--- src/rtl/mem_port_arbiter.sv ---
// Arbitrates a fetch port and a load/store port onto one doubleword RAM port.
// Handles alignment faults, byte-lane steering, load extension and a RAM wait timeout.
module mem_port_arbiter #(
    parameter int MAX_WAIT = 15
) (
    input  logic        CLK,
    input  logic        RESET,
    input  logic        IF_REQ,
    input  logic [63:0] IF_ADDR,
    output logic [31:0] IF_RDATA,
    output logic        IF_ACK,
    output logic        IF_FAULT,
    input  logic        MEM_REQ,
    input  logic        MEM_WE,
    input  logic [1:0]  MEM_SIZE,
    input  logic        MEM_UNSIGNED,
    input  logic [63:0] MEM_ADDR,
    input  logic [63:0] MEM_WDATA,
    output logic [63:0] MEM_RDATA,
    output logic        MEM_ACK,
    output logic        MEM_LAM,
    output logic        MEM_SAM,
    output logic        MEM_LAF,
    output logic        MEM_SAF,
    output logic        RAM_EN,
    output logic        RAM_WE,
    output logic [63:0] RAM_ADDR,
    output logic [63:0] RAM_WDATA,
    output logic [7:0]  RAM_BE,
    input  logic [63:0] RAM_RDATA,
    input  logic        RAM_READY
);

    typedef enum logic [1:0] {IDLE, ACC, RESP} state_t;

    localparam logic       OWN_IF    = 1'b0;
    localparam logic       OWN_MEM   = 1'b1;
    localparam logic [7:0] LAST_WAIT = 8'(MAX_WAIT - 1);

    state_t      state, state_n;
    logic        owner, owner_n;
    logic [7:0]  wait_cnt, wait_cnt_n;
    logic [2:0]  lane, lane_n;
    logic [1:0]  size, size_n;
    logic        uns, uns_n;
    logic        we, we_n;

    logic        ram_en_n, ram_we_n;
    logic [63:0] ram_addr_n, ram_wdata_n;
    logic [7:0]  ram_be_n;
    logic        if_ack_n, if_fault_n;
    logic [31:0] if_rdata_n;
    logic        mem_ack_n, lam_n, sam_n, laf_n, saf_n;
    logic [63:0] mem_rdata_n;

    logic        grant_mem, misaligned;
    logic [63:0] grant_addr, shifted, load_val;

    function automatic logic [7:0] size_mask(input logic [1:0] s);
        case (s)
            2'b00:   size_mask = 8'h01;
            2'b01:   size_mask = 8'h03;
            2'b10:   size_mask = 8'h0F;
            default: size_mask = 8'hFF;
        endcase
    endfunction

    // The owner register doubles as the round-robin history for ties
    always_comb begin
        grant_mem  = MEM_REQ && (!IF_REQ || owner == OWN_IF);
        grant_addr = grant_mem ? MEM_ADDR : IF_ADDR;
        if (grant_mem) begin
            case (MEM_SIZE)
                2'b00:   misaligned = 1'b0;
                2'b01:   misaligned = MEM_ADDR[0];
                2'b10:   misaligned = MEM_ADDR[1:0] != 2'b00;
                default: misaligned = MEM_ADDR[2:0] != 3'b000;
            endcase
        end else begin
            misaligned = IF_ADDR[1:0] != 2'b00;
        end

        shifted = RAM_RDATA >> {lane, 3'b000};
        case (size)
            2'b00:   load_val = uns ? {56'h0, shifted[7:0]}  : {{56{shifted[7]}}, shifted[7:0]};
            2'b01:   load_val = uns ? {48'h0, shifted[15:0]} : {{48{shifted[15]}}, shifted[15:0]};
            2'b10:   load_val = uns ? {32'h0, shifted[31:0]} : {{32{shifted[31]}}, shifted[31:0]};
            default: load_val = shifted;
        endcase
    end

    always_comb begin
        state_n     = state;
        owner_n     = owner;
        wait_cnt_n  = wait_cnt;
        lane_n      = lane;
        size_n      = size;
        uns_n       = uns;
        we_n        = we;
        ram_en_n    = RAM_EN;
        ram_we_n    = RAM_WE;
        ram_addr_n  = RAM_ADDR;
        ram_wdata_n = RAM_WDATA;
        ram_be_n    = RAM_BE;
        if_ack_n    = 1'b0;
        if_fault_n  = 1'b0;
        if_rdata_n  = '0;
        mem_ack_n   = 1'b0;
        lam_n       = 1'b0;
        sam_n       = 1'b0;
        laf_n       = 1'b0;
        saf_n       = 1'b0;
        mem_rdata_n = '0;

        case (state)
            IDLE: begin
                if (IF_REQ || MEM_REQ) begin
                    owner_n    = grant_mem;
                    wait_cnt_n = '0;
                    lane_n     = grant_addr[2:0];
                    size_n     = grant_mem ? MEM_SIZE : 2'b10;
                    uns_n      = grant_mem && MEM_UNSIGNED;
                    we_n       = grant_mem && MEM_WE;
                    if (misaligned) begin
                        state_n   = RESP;
                        mem_ack_n = grant_mem;
                        lam_n     = grant_mem && !MEM_WE;
                        sam_n     = grant_mem && MEM_WE;
                        if_ack_n  = !grant_mem;
                        if_fault_n = !grant_mem;
                    end else begin
                        state_n     = ACC;
                        ram_en_n    = 1'b1;
                        ram_we_n    = grant_mem && MEM_WE;
                        ram_addr_n  = {grant_addr[63:3], 3'b000};
                        ram_be_n    = grant_mem ? (size_mask(MEM_SIZE) << grant_addr[2:0])
                                                : (8'h0F << grant_addr[2:0]);
                        ram_wdata_n = grant_mem ? (MEM_WDATA << {grant_addr[2:0], 3'b000}) : 64'h0;
                    end
                end
            end
            ACC: begin
                if (RAM_READY || wait_cnt == LAST_WAIT) begin
                    state_n  = RESP;
                    ram_en_n = 1'b0;
                    ram_we_n = 1'b0;
                    ram_be_n = 8'h00;
                    if (owner == OWN_MEM) begin
                        mem_ack_n = 1'b1;
                        if (RAM_READY) begin
                            mem_rdata_n = we ? 64'h0 : load_val;
                        end else begin
                            laf_n = !we;
                            saf_n = we;
                        end
                    end else begin
                        if_ack_n = 1'b1;
                        if (RAM_READY) begin
                            if_rdata_n = lane[2] ? RAM_RDATA[63:32] : RAM_RDATA[31:0];
                        end else begin
                            if_fault_n = 1'b1;
                        end
                    end
                end else begin
                    wait_cnt_n = wait_cnt + 8'd1;
                end
            end
            RESP: state_n = IDLE;
            default: state_n = IDLE;
        endcase
    end

    always_ff @(posedge CLK) begin
        if (RESET) begin
            state     <= IDLE;
            owner     <= OWN_IF;
            wait_cnt  <= '0;
            lane      <= '0;
            size      <= '0;
            uns       <= 1'b0;
            we        <= 1'b0;
            RAM_EN    <= 1'b0;
            RAM_WE    <= 1'b0;
            RAM_ADDR  <= '0;
            RAM_WDATA <= '0;
            RAM_BE    <= '0;
            IF_ACK    <= 1'b0;
            IF_FAULT  <= 1'b0;
            IF_RDATA  <= '0;
            MEM_ACK   <= 1'b0;
            MEM_LAM   <= 1'b0;
            MEM_SAM   <= 1'b0;
            MEM_LAF   <= 1'b0;
            MEM_SAF   <= 1'b0;
            MEM_RDATA <= '0;
        end else begin
            state     <= state_n;
            owner     <= owner_n;
            wait_cnt  <= wait_cnt_n;
            lane      <= lane_n;
            size      <= size_n;
            uns       <= uns_n;
            we        <= we_n;
            RAM_EN    <= ram_en_n;
            RAM_WE    <= ram_we_n;
            RAM_ADDR  <= ram_addr_n;
            RAM_WDATA <= ram_wdata_n;
            RAM_BE    <= ram_be_n;
            IF_ACK    <= if_ack_n;
            IF_FAULT  <= if_fault_n;
            IF_RDATA  <= if_rdata_n;
            MEM_ACK   <= mem_ack_n;
            MEM_LAM   <= lam_n;
            MEM_SAM   <= sam_n;
            MEM_LAF   <= laf_n;
            MEM_SAF   <= saf_n;
            MEM_RDATA <= mem_rdata_n;
        end
    end

endmodule

--- config.mk ---
export PLATFORM = sky130hd
export DESIGN_NAME = mem_port_arbiter
export DESIGN_NICKNAME = d
export VERILOG_FILES = /design/src/rtl/mem_port_arbiter.sv
export SDC_FILE = /design/constraint.sdc
export NUM_CORES = 1
export LEC_CHECK = 0
export CORE_AREA = 3 3 194 196
export CTS_CLUSTER_DIAMETER = 150
export DETAILED_ROUTE_END_ITERATION = 12
export DIE_AREA = 0 0 197 199
export PLACE_DENSITY = 0.76
export RECOVER_POWER = 100
export SYNTH_ARGS = -nofsm -noshare
export SYNTH_HDL_FRONTEND = slang
export SYNTH_SLANG_ARGS = --single-unit
--- constraint.sdc ---
create_clock -name CLK -period 2.8 [get_ports CLK]
set_clock_uncertainty 0.05 [all_clocks]
set_input_delay 0.7 -clock CLK [delete_from_list [all_inputs] [get_ports CLK]]
set_output_delay 0.7 -clock CLK [all_outputs]
set_load 0.02 [all_outputs]
==> impl_summary.log, run 1 <==
INFO  metric antenna_violations_before_repair = 1
INFO  metric final_min_period_over_clock_period = 0.946
INFO  metric grt_start_max_net_pins = 99
INFO  metric layout.cells.non_filler = 2467
INFO  metric critical_path.max_fanout = 8
INFO  metric antenna_diodes = 0
INFO  metric sequential_share_of_the_synthesized_area = 0.409
INFO  metric floorplan.core_area = 36300 µm²
INFO  metric synth.largest_area_cell = sky130_fd_sc_hd__dfxtp_1
INFO  metric tritoncts = done
INFO  metric htreeDepth = 1
INFO  metric drv_slew = 0
INFO  metric tightestPinTransition = 0.961 ns
INFO  metric synth-async-reset-ratio = 0
INFO  metric io_pins = 506
INFO  metric netlist.area_leader.share = 0.409
INFO  metric layout-drive-gt1-share = 0.131
INFO  metric die-area = 39200 µm²
INFO  metric p_per_area = 553 nW/µm²
INFO  metric first_pass_iters = 7
INFO  metric avgRoutedWirePerCell = 21.9 µm
INFO  metric timing.critical_path.arrival = 3.09 ns
INFO  metric track_usage = 0.257
INFO  metric global_route_wire_length_before_repair = 78.9 mm
INFO  metric crit_type = input port to flip-flop
INFO  metric achievable-frequency = 377 MHz
INFO  metric hpwlAfterDp = 41.0 mm
INFO  metric post_synth_inst_count = 1442
INFO  metric clock_insertion_delay_worst_skew = 0.55 ns
INFO  metric top_family_by_delay_on_critical_path = buffers and inverters
INFO  metric post_synth_edffs = 0
INFO  metric report.final.hold_viol_count = 0
INFO  metric timing.max_cap.violations = 0
INFO  metric final.fill_count = 3220
INFO  metric drtAntennaViolNets = 0
INFO  metric synth_adder_area_share = 0.00200
INFO  metric ys_ff_latch = 256
INFO  metric yosys_warnings = 0
INFO  metric effective_utilization_at_floorplan = 0.346
INFO  metric post_cts.repair.setup_buffers = 0
INFO  metric cts_made_buffers = 29
INFO  metric place_congestion = 0.977
INFO  metric cts_resized = 0
INFO  metric route.detailed.vias_per_inst = 5.56
INFO  metric required = 3.24 ns
INFO  metric synth-compound-area-share = 0.208
INFO  metric number_of_nets_in_the_final_layout = 2245
INFO  metric floorplan.die.height = 199 µm
INFO  metric drcViolationCount = 0
INFO  metric period_minus_slack = 2.65 ns
INFO  metric timing.critical_path.from_type = input port
INFO  metric slowest_stage = sky130_fd_sc_hd__mux2i_1
INFO  metric synth.top_cells.by_area = sky130_fd_sc_hd__dfxtp_1 41%, sky130_fd_sc_hd__nand2_1 9.4%, sky130_fd_sc_hd__mux2i_1 8.1%, sky130_fd_sc_hd__nor2_1 5.0%, sky130_fd_sc_hd__mux4_2 4.5%
INFO  metric setup-tns-final = 0 ns
INFO  metric cp.buffers_inverters = 3
INFO  metric cts_buffer_depth = 3
INFO  metric grt_pass1_vias = 13600
INFO  metric first_iteration_detailed_routing_drc_count = 1208
INFO  metric cts.reportedPaths.clkPinSlew = 0.06 ns
INFO  metric power.ir.vdd_worst = 490 µV
INFO  metric cp-end-kind = flip-flop
INFO  metric numPlacedInstances = 2415
INFO  metric num_vias = 13700
INFO  metric timing.slew.headroom = 0.341
INFO  metric width_of_the_chip = 197 µm
INFO  metric cts_hold_buf = 0
INFO  metric cell_leakage_power = 8.26 nW
INFO  metric synth_simple_gate_area_frac = 0.173
INFO  metric regToRegStartpoint = owner$_SDFFE_PP0P_
INFO  metric placement_rows = 70
INFO  metric startpoint_of_the_worst_setup_timing_path = MEM_REQ
INFO  metric setup_viol = 0
INFO  metric buffer_ports.inserted = 502
INFO  metric layout_setup_ws = 0.150 ns
INFO  metric synthesis.area_per_instance = 8.69 µm²
INFO  metric placement.setup.worst_slack = -0.446 ns
INFO  metric post_synth_xor_xnor_area = 0.00489
INFO  metric grt_overflow = 0
INFO  metric rsz_0062_raised_after_global_routing = false
INFO  metric yosys.cell_types.count = 66
INFO  metric min_path_type = input port to flip-flop
INFO  metric netlist_area = 12500 µm²
INFO  metric cp_slowest_stage_delay = 0.73 ns
INFO  metric synth_top_family_by_area = compound AO/OA/AOI/OAI gates
INFO  metric ordered_cell_list_for_the_critical_path = clkdlybuf4s50_1, buf_4, a21bo_2, clkbuf_4, mux2i_1, nand2_1, o211ai_1, a32o_1
INFO  metric synth.area.mux_share = 0.155
INFO  metric synth-main-ff-cell = sky130_fd_sc_hd__dfxtp_1
INFO  metric layout-area-overhead-vs-synth = 57.3%
INFO  metric cts_sinks = 256
INFO  metric cts-root-buf = sky130_fd_sc_hd__clkbuf_16
INFO  metric hold_path_startpoint = RESET
INFO  metric status = completed
INFO  metric drt_wl_total = 54.0 mm
layout make-up:
type | count | area [µm²] | share of cell area
multi-input combinational | 1051 | 6780 | 0.344
timing repair buffer | 632 | 6190 | 0.314
sequential | 256 | 5130 | 0.260
clock buffer | 35 | 798 | 0.0405
tap | 468 | 586 | 0.0297
clock inverter | 17 | 204 | 0.0103
inverter | 8 | 30.0 | 0.00152
cell usage after synthesis (3+ instances only):
cell,count
sky130_fd_sc_hd__nand2b_1,8
sky130_fd_sc_hd__a211oi_1,5
sky130_fd_sc_hd__o2111ai_1,4
sky130_fd_sc_hd__a22oi_1,10
sky130_fd_sc_hd__dfxtp_1,256
sky130_fd_sc_hd__a2bb2oi_1,15
sky130_fd_sc_hd__a21oi_2,30
sky130_fd_sc_hd__mux2_2,33
sky130_fd_sc_hd__a21oi_1,61
sky130_fd_sc_hd__buf_6,6
sky130_fd_sc_hd__a221oi_1,5
sky130_fd_sc_hd__a31oi_1,12
sky130_fd_sc_hd__nand3_1,17
sky130_fd_sc_hd__and3_1,4
sky130_fd_sc_hd__inv_1,6
sky130_fd_sc_hd__a311oi_1,62
sky130_fd_sc_hd__buf_1,13
sky130_fd_sc_hd__o21ai_0,35
sky130_fd_sc_hd__o32a_1,5
sky130_fd_sc_hd__clkbuf_1,86
sky130_fd_sc_hd__xor2_1,6
sky130_fd_sc_hd__o2bb2ai_1,13
sky130_fd_sc_hd__a31o_2,4
sky130_fd_sc_hd__nor2_1,166
sky130_fd_sc_hd__a22o_1,15
sky130_fd_sc_hd__mux4_2,25
sky130_fd_sc_hd__or2_2,3
sky130_fd_sc_hd__a32oi_1,9
sky130_fd_sc_hd__mux2i_1,101
sky130_fd_sc_hd__nor2b_1,4
sky130_fd_sc_hd__a221o_1,8
sky130_fd_sc_hd__nor3_1,8
sky130_fd_sc_hd__buf_2,20
sky130_fd_sc_hd__buf_4,4
sky130_fd_sc_hd__o32ai_1,8
sky130_fd_sc_hd__o211ai_1,10
sky130_fd_sc_hd__a32o_1,14
sky130_fd_sc_hd__nand2_1,313
placed cells by master (no fill, tap or decap), drive strengths merged, types with 10 or more instances in the layout:
cell,n
dlygate4sd3,240
o211ai,11
a22o,15
o2bb2ai,13
nor2,166
a311oi,62
mux4,25
a2bb2oi,15
mux2i,101
buf,114
clkbuf,52
o21ai,37
nand2,313
clkinv,11
a32o,14
mux2,33
dfxtp,256
clkdlybuf4s50,261
a31oi,12
a21oi,91
nand3,17
a22oi,10
registers in the layout (all words and copies together) (netlist names), 2 cells and up:
name	cells
IF_RDATA	32
MEM_RDATA	64
RAM_ADDR	61
RAM_BE	8
RAM_WDATA	64
lane	3
size	2
state	2
wait_cnt	8
path summary, 6_finish.rpt:
check,end,slack (ns),depth (start not counted)
hold / removal,wait_cnt[1]$_SDFFE_PP0P_,0.37,2
setup / recovery,RAM_WDATA[52]$_SDFFE_PP0P_,0.15,8
hold reg to reg,RAM_WDATA[34]$_SDFFE_PP0P_,0.39,2
setup reg to reg,RAM_WDATA[52]$_SDFFE_PP0P_,0.37,7
power breakdown:
group          total (mW)  switching (mW)  internal [mW]
registers            3.94           0.126           3.81
logic                2.94            1.58           1.36
clock network        4.03            1.63           2.40
total                10.9            3.34           7.57
metal layers:
metal  vias to the layer above  part of all wire  track usage
met4                         4             0.054        0.128
met1                      6498              0.37        0.302
met2                       794              0.48        0.446
li1                       6257                 -            -
met5                         -            0.0011            0
met3                       169             0.090       0.0552
kinds of logic after synthesis:
kind of cell	count (synthesis)
AOI/OAI and AO/OA	341
xor gates and xnor gates	7
adders and majority gates	2
buffers and inverters	137
DFF	256
muxes	159
other	1
and+or+nand+nor	539
stage by stage:
stage	cell area (µm²)	total power [mW]	hold slack (ns)	util
3_3_place_gp	18900	6.96	0.380	0.520
5_1_grt	19700	11.3	0.330	0.544
3_5_place_dp	18900	7.01	0.386	0.520
4_1_cts	19900	11.0	0.321	0.548
6_report	19700	10.9	0.369	0.544
2_1_floorplan	12500	5.59	0.420	-
No activity file was read; power rests on OpenSTA's default activity.
==> run 2, diff against run 1 <==
--- a/config.mk
+++ b/config.mk
@@ -5,12 +5,12 @@
 export SDC_FILE = /design/constraint.sdc
 export NUM_CORES = 1
 export LEC_CHECK = 0
+export CAP_MARGIN = 20
 export CORE_AREA = 3 3 194 196
 export CTS_CLUSTER_DIAMETER = 150
 export DETAILED_ROUTE_END_ITERATION = 12
 export DIE_AREA = 0 0 197 199
-export PLACE_DENSITY = 0.76
-export RECOVER_POWER = 100
+export PLACE_DENSITY_LB_ADDON = 0.12
 export SYNTH_ARGS = -nofsm -noshare
 export SYNTH_HDL_FRONTEND = slang
 export SYNTH_SLANG_ARGS = --single-unit
==> impl_summary.log, run 2 (synthesis gave the netlist of run 1 again) <==
INFO  metric status = completed (unchanged)
INFO  metric achievable-frequency = 401 MHz (was 377 MHz)
INFO  metric layout_common_cells = 501 x sky130_fd_sc_hd__clkdlybuf4s50_1, 313 x sky130_fd_sc_hd__nand2_1, 253 x sky130_fd_sc_hd__dfxtp_1, 166 x sky130_fd_sc_hd__nor2_1, 107 x sky130_fd_sc_hd__buf_4 (was 313 x sky130_fd_sc_hd__nand2_1, 261 x sky130_fd_sc_hd__clkdlybuf4s50_1, 253 x sky130_fd_sc_hd__dfxtp_1, 240 x sky130_fd_sc_hd__dlygate4sd3_1, 166 x sky130_fd_sc_hd__nor2_1)
INFO  metric report.final.hold_viol_count = 0 (unchanged)
INFO  metric io_pins = 506 (unchanged)
INFO  metric clock_power_share = 0.370 (about the same)
INFO  metric die-area = 39200 µm² (unchanged)
INFO  metric power.switching_fraction = 0.299 (was 0.306)
INFO  metric placement.setup.worst_slack = -0.248 ns (was -0.446 ns)
INFO  metric track_usage = 0.255 (was 0.257)
INFO  metric final_common_cell = sky130_fd_sc_hd__clkdlybuf4s50_1 (was sky130_fd_sc_hd__nand2_1)
INFO  metric width_of_the_chip = 197 µm (unchanged)
INFO  metric effective_utilization_at_floorplan = 0.346 (unchanged)
INFO  metric critical_path.max_fanout = 19 (was 8)
INFO  metric drt_wl_total = 52.4 mm (was 54.0 mm)
INFO  metric cts_made_buffers = 30 (was 29)
INFO  metric layout-drive-gt1-share = 0.143 (was 0.131)
INFO  metric timing.critical_path.from_type = input port (unchanged)
INFO  metric htreeDepth = 1 (unchanged)
INFO  metric cts_sinks = 256 (unchanged)
INFO  metric route.detailed.vias_per_inst = 5.35 (was 5.56)
INFO  metric seq_power_share = 0.358 (was 0.361)
INFO  metric layout_setup_ws = 0.304 ns (was 0.150 ns)
INFO  metric grt_start_max_net_pins = 65 (was 99)
INFO  metric cts_hold_buf = 0 (unchanged)
INFO  metric biggest_registers_after_layout = MEM_RDATA (64), RAM_WDATA (64), RAM_ADDR (61) (unchanged)
INFO  metric drcViolationCount = 0 (unchanged)
INFO  metric global_route_wire_length_before_repair = 78.4 mm (was 78.9 mm)
INFO  metric combinationalPowerShare = 0.272 (was 0.269)
INFO  metric grt_overflow = 0 (unchanged)
INFO  metric first_iteration_detailed_routing_drc_count = 771 (was 1208)
INFO  metric post-route-util = 0.546 (was 0.544)
INFO  metric setup-tns-final = 0 ns (unchanged)
INFO  metric post_cts.repair.setup_buffers = 0 (unchanged)
INFO  metric hpwlAfterDp = 40.4 mm (was 41.0 mm)
INFO  metric cp-end-kind = flip-flop (unchanged)
INFO  metric timing.slew.headroom = 0.510 (was 0.341)
INFO  metric drtAntennaViolNets = 0 (unchanged)
INFO  metric first_pass_iters = 6 (was 7)
INFO  metric cts.reportedPaths.clkPinSlew = 0.06 ns (about the same)
INFO  metric avgRoutedWirePerCell = 21.3 µm (was 21.9 µm)
INFO  metric crit_type = input port to flip-flop (unchanged)
INFO  metric num_vias = 13200 (was 13700)
INFO  metric power.ir.vdd_worst = 480 µV (was 490 µV)
INFO  metric tritoncts = done (unchanged)
INFO  metric antenna_violations_before_repair = 1 (unchanged)
INFO  metric power_report.internal_total = 7.69 mW (was 7.57 mW)
INFO  metric grt_pass1_vias = 13200 (was 13600)
INFO  metric setup_viol = 0 (unchanged)
INFO  metric cts_buffer_depth = 3 (unchanged)
INFO  metric p_per_area = 553 nW/µm² (about the same)
INFO  metric cts-root-buf = sky130_fd_sc_hd__clkbuf_16 (unchanged)
INFO  metric final_min_period_over_clock_period = 0.891 (was 0.946)
INFO  metric required = 3.20 ns (was 3.24 ns)
INFO  metric total_switching_power = 3.28 mW (was 3.34 mW)
INFO  metric floorplan.die.height = 199 µm (unchanged)
INFO  metric timing.max_cap.violations = 0 (unchanged)
INFO  metric layout-area-overhead-vs-synth = 58.1% (was 57.3%)
INFO  metric cts_resized = 0 (unchanged)
INFO  metric place_congestion = 0.946 (was 0.977)
INFO  metric clock_insertion_delay_worst_skew = 0.56 ns (was 0.55 ns)
INFO  metric tightestPinTransition = 0.735 ns (was 0.961 ns)
INFO  metric rsz_0062_raised_after_global_routing = false (unchanged)
INFO  metric cell_leakage_power = 7.49 nW (was 8.26 nW)
INFO  metric min_path_type = flip-flop to flip-flop (was input port to flip-flop)
INFO  metric drv_slew = 0 (unchanged)
INFO  metric buffer_ports.inserted = 502 (unchanged)
INFO  metric floorplan.core_area = 36300 µm² (unchanged)
INFO  metric timing.critical_path.arrival = 2.89 ns (was 3.09 ns)
INFO  metric number_of_nets_in_the_final_layout = 2238 (was 2245)
INFO  metric period_minus_slack = 2.50 ns (was 2.65 ns)
INFO  metric placement_rows = 70 (unchanged)
## run 2: final cells by class
cell class                 count  area [µm²]
timing repair buffer         624        6140
fill                        3370       16400
clock buffer                  49         973
sequential                   256        5130
tap                          468         586
multi-input combinational   1051        6880
inverter                       8        30.0
antenna                        1        2.50
clock inverter                 7        77.6
## run 2: power by group through the flow
stage	Combinational, mW	Clock [mW]	Sequential, mW
finish	2.98	4.05	3.93
global route	3.19	4.30	3.95
CTS	2.98	4.14	3.93
detailed placement	2.96	0	4.01
global placement	2.95	0	4.00
floorplan	1.43	0	4.16
## run 2: path summary, 6_finish.rpt
kind                              start                         end  slack (ns)  cells past startpoint
max                             MEM_REQ  RAM_WDATA[45]$_SDFFE_PP0P_        0.30                      7
max reg2reg        lane[1]$_SDFFE_PP0P_    MEM_RDATA[62]$_SDFF_PP0_        0.38                      7
min          RAM_WDATA[35]$_SDFFE_PP0P_  RAM_WDATA[35]$_SDFFE_PP0P_        0.39                      2
min reg2reg  RAM_WDATA[35]$_SDFFE_PP0P_  RAM_WDATA[35]$_SDFFE_PP0P_        0.39                      2
## run 2: worst max-delay path, stage by stage
cell and delay, ns:
sky130_fd_sc_hd__clkdlybuf4s50_1 0.49, sky130_fd_sc_hd__a21boi_4 0.29, sky130_fd_sc_hd__mux2_2 0.53, sky130_fd_sc_hd__buf_4 0.27, sky130_fd_sc_hd__mux2i_1 0.30, sky130_fd_sc_hd__o2bb2ai_1 0.09
sky130_fd_sc_hd__a31o_2 0.21
## run 2: metal layers
metal / vias up / wire, µm / global-route usage
met5: - / 0 / 0
met4: 0 / 2020 / 0.0977
li1: 6250 / - / -
met1: 6251 / 20000 / 0.298
met3: 116 / 4100 / 0.0567
met2: 574 / 26300 / 0.458
## run 2: metrics by stage
| stage | cells | instance area [µm²] | hold slack [ns] | power (mW) |
|---|---|---|---|---|
| final | 2464 | 19800 | 0.390 | 11.0 |
| after global routing | 2464 | 19800 | 0.406 | 11.4 |
| after CTS | 2463 | 19800 | 0.384 | 11.0 |
| after detailed placement | 2407 | 18800 | 0.382 | 6.97 |
| after global placement | 2407 | 18800 | 0.379 | 6.95 |
| after floorplan | 1444 | 12500 | 0.420 | 5.59 |
==> run 3, diff against run 2 <==
==> constraint.sdc (replaced) <==
create_clock -name CLK -period 3.1 [get_ports CLK]
set_clock_uncertainty 0.05 [all_clocks]
set_input_delay 0.775 -clock CLK [delete_from_list [all_inputs] [get_ports CLK]]
set_output_delay 0.775 -clock CLK [all_outputs]
set_load 0.02 [all_outputs]
==> impl_summary.log, run 3 (synthesis gave the netlist of run 1 again) <==
INFO  metric tritoncts = done (unchanged)
INFO  metric cts_made_buffers = 31 (was 30)
INFO  metric hold-path-endpoint = RAM_WDATA[34]$_SDFFE_PP0P_ (was RAM_WDATA[35]$_SDFFE_PP0P_)
INFO  metric achievable-frequency = 382 MHz
INFO  metric reg2regPathDepth = 7 (unchanged)
INFO  metric biggest_registers_after_layout = MEM_RDATA (64), RAM_WDATA (64), RAM_ADDR (61) (unchanged)
INFO  metric timing.critical_path.arrival = 3.00 ns (was 2.89 ns)
INFO  metric number_of_nets_in_the_final_layout = 2205 (was 2238)
INFO  metric track_usage = 0.254 (was 0.255)
INFO  metric layout-area-overhead-vs-synth = 56.5% (was 58.1%)
INFO  metric floorplan.core_area = 36300 µm² (unchanged)
INFO  metric power.ir.vdd_worst = 404 µV (was 480 µV)
INFO  metric power_report.internal_total = 7.24 mW (was 7.69 mW)
INFO  metric grt_overflow = 0 (unchanged)
INFO  metric power.switching_fraction = 0.295 (was 0.299)
INFO  metric seq_power_share = 0.346 (was 0.358)
INFO  metric setup-tns-final = 0 ns (unchanged)
INFO  metric buffer_ports.inserted = 502 (unchanged)
INFO  metric cts_hold_buf = 0 (unchanged)
INFO  metric timing.max_cap.violations = 0 (unchanged)
INFO  metric final_common_cell = sky130_fd_sc_hd__clkdlybuf4s50_1 (unchanged)
INFO  metric dpl_cell_area = 18400 µm² (was 18800 µm²)
INFO  metric io_pins = 506 (unchanged)
INFO  metric hpwlAfterDp = 40.2 mm (was 40.4 mm)
INFO  metric p_per_area = 524 nW/µm² (was 553 nW/µm²)
INFO  metric drv_slew = 0 (unchanged)
INFO  metric power = 10.3 mW (was 11.0 mW)
INFO  metric cts_sinks = 256 (unchanged)
INFO  metric ordered_cell_list_for_the_critical_path = clkdlybuf4s50_1, a21boi_4, mux2_2, buf_4, mux2i_1, a221oi_1, a221o_1 (was clkdlybuf4s50_1, a21boi_4, mux2_2, buf_4, mux2i_1, o2bb2ai_1, a31o_2)
INFO  metric setup_viol = 0 (unchanged)
INFO  metric antenna_violations_before_repair = 2 (was 1)
INFO  metric first_iteration_detailed_routing_drc_count = 873 (was 771)
INFO  metric cp_slowest_stage_delay = 0.56 ns (was 0.53 ns)
INFO  metric period_minus_slack = 2.62 ns
INFO  metric effective_utilization_at_floorplan = 0.346 (unchanged)
INFO  metric cts_resized = 0 (unchanged)
INFO  metric timing.critical_path.from_type = input port (unchanged)
INFO  metric report.final.hold_viol_count = 0 (unchanged)
INFO  metric total_switching_power = 3.03 mW (was 3.28 mW)
INFO  metric first_pass_iters = 7 (was 6)
INFO  metric die-area = 39200 µm² (unchanged)
INFO  metric cell_leakage_power = 7.36 nW (was 7.49 nW)
INFO  metric cp-end-kind = flip-flop (unchanged)
INFO  metric combinationalPowerShare = 0.255 (was 0.272)
INFO  metric global_route_wire_length_before_repair = 77.9 mm (was 78.4 mm)
INFO  metric place_congestion = 0.927 (was 0.946)
INFO  metric critical_path.max_fanout = 17 (was 19)
INFO  metric grt_start_max_net_pins = 65 (unchanged)
INFO  metric cts.reportedPaths.clkPinSlew = 0.06 ns (about the same)
INFO  metric drcViolationCount = 0 (unchanged)
INFO  metric avgRoutedWirePerCell = 21.7 µm (was 21.3 µm)
INFO  metric route.detailed.vias_per_inst = 5.39 (was 5.35)
INFO  metric width_of_the_chip = 197 µm (unchanged)
INFO  metric cts_buffer_depth = 3 (unchanged)
INFO  metric floorplan.die.height = 199 µm (unchanged)
INFO  metric tightestPinTransition = 0.718 ns (was 0.735 ns)
INFO  metric htreeDepth = 1 (unchanged)
INFO  metric required = 3.48 ns (was 3.20 ns)
INFO  metric hold_slack = 0.390 ns (about the same)
INFO  metric post_cts.repair.setup_buffers = 0 (unchanged)
INFO  metric drtAntennaViolNets = 0 (unchanged)
INFO  metric placement_rows = 70 (unchanged)
INFO  metric antenna_diodes = 0 (was 1)
INFO  metric final.fill_count = 3395 (was 3370)
INFO  metric r2r_setup_slack = 0.68 ns (was 0.38 ns)
INFO  metric grt_pass1_vias = 13200 (about the same)
INFO  metric slowest_stage = sky130_fd_sc_hd__mux2_2 (unchanged)
INFO  metric drt_wl_total = 52.7 mm (was 52.4 mm)
INFO  metric final_min_period_over_clock_period = 0.844
INFO  metric regToRegStartpoint = lane[1]$_SDFFE_PP0P_ (unchanged)
INFO  metric clock_power_share = 0.399 (was 0.370)
INFO  metric timing.slew.headroom = 0.521 (was 0.510)
INFO  metric layout_common_cells = 501 x sky130_fd_sc_hd__clkdlybuf4s50_1, 313 x sky130_fd_sc_hd__nand2_1, 253 x sky130_fd_sc_hd__dfxtp_1, 166 x sky130_fd_sc_hd__nor2_1, 99 x sky130_fd_sc_hd__mux2i_1 (was 501 x sky130_fd_sc_hd__clkdlybuf4s50_1, 313 x sky130_fd_sc_hd__nand2_1, 253 x sky130_fd_sc_hd__dfxtp_1, 166 x sky130_fd_sc_hd__nor2_1, 107 x sky130_fd_sc_hd__buf_4)
INFO  metric timing.hold.worst_path_depth = 2 (unchanged)
INFO  metric cts-root-buf = sky130_fd_sc_hd__clkbuf_16 (unchanged)
INFO  metric finalInstanceArea = 19600 µm² (was 19800 µm²)
INFO  metric clock_insertion_delay_worst_skew = 0.57 ns (was 0.56 ns)
INFO  metric rsz_0062_raised_after_global_routing = false (unchanged)
INFO  metric num_vias = 13100 (was 13200)
INFO  metric status = completed (unchanged)
INFO  metric min_path_type = flip-flop to flip-flop (unchanged)
INFO  metric hold_path_startpoint = RAM_WDATA[34]$_SDFFE_PP0P_ (was RAM_WDATA[35]$_SDFFE_PP0P_)
INFO  metric layout-drive-gt1-share = 0.131 (was 0.143)
INFO  metric r2r-end = MEM_RDATA[57]$_SDFF_PP0_ (was MEM_RDATA[62]$_SDFF_PP0_)
INFO  metric crit_type = input port to flip-flop (unchanged)
==> run 3: worst max-delay path by stage <==
stage / from / endpoint / slack, ns
after floorplan: IF_REQ / RAM_WDATA[46]$_SDFFE_PP0P_ / 0.35
after global placement: IF_REQ / RAM_WDATA[55]$_SDFFE_PP0P_ / -0.09
after detailed placement: IF_REQ / RAM_WDATA[55]$_SDFFE_PP0P_ / -0.20
after CTS: IF_REQ / RAM_WDATA[55]$_SDFFE_PP0P_ / 0.36
after global routing: MEM_REQ / RAM_BE[7]$_SDFFE_PP0P_ / 0.37
final: IF_REQ / RAM_WDATA[62]$_SDFFE_PP0P_ / 0.48
==> run 3: area by class of cell <==
type                    instances  area, µm²  area share
flip-flops and latches        256       5130       0.262
clock buffers                  38        872      0.0445
clock inverters                20        299      0.0152
repair buffers                590       5820       0.297
well taps                     468        586      0.0299
inverters                       8       30.0     0.00153
multi-input cells            1051       6880       0.351
==> run 3: per-stage QoR <==
step / std cells / setup slack, ns / utilization
after floorplan: 1444 / 0.348 / -
after global placement: 2372 / -0.0869 / 0.508
after detailed placement: 2372 / -0.200 / 0.508
after CTS: 2430 / 0.359 / 0.541
after global routing: 2431 / 0.365 / 0.541
final: 2431 / 0.484 / 0.541
==> run 3: power by group through the flow <==
| stage | logic [mW] | clock network [mW] | registers, mW |
|---|---|---|---|
| floorplan | 1.29 | 0 | 3.76 |
| global placement | 2.59 | 0 | 3.62 |
| detailed placement | 2.59 | 0 | 3.63 |
| CTS | 2.61 | 4.18 | 3.56 |
| global route | 2.80 | 4.32 | 3.57 |
| finish | 2.62 | 4.10 | 3.55 |
==> run 3: routing by layer <==
layer  GRT usage  part of all wire  vias up
met5           0           0.00019        -
met4      0.0987             0.041        2
li1            -                 -     6171
met2       0.456              0.50      611
met1       0.293              0.38     6188
met3      0.0611             0.085      126
==> run 3: worst max-delay path: cells and delay by family <==
family                 cells  cell delay (ns)
buffers and inverters      2             0.79
AO/OA/AOI/OAI              3             0.67
multiplexers               2             0.76
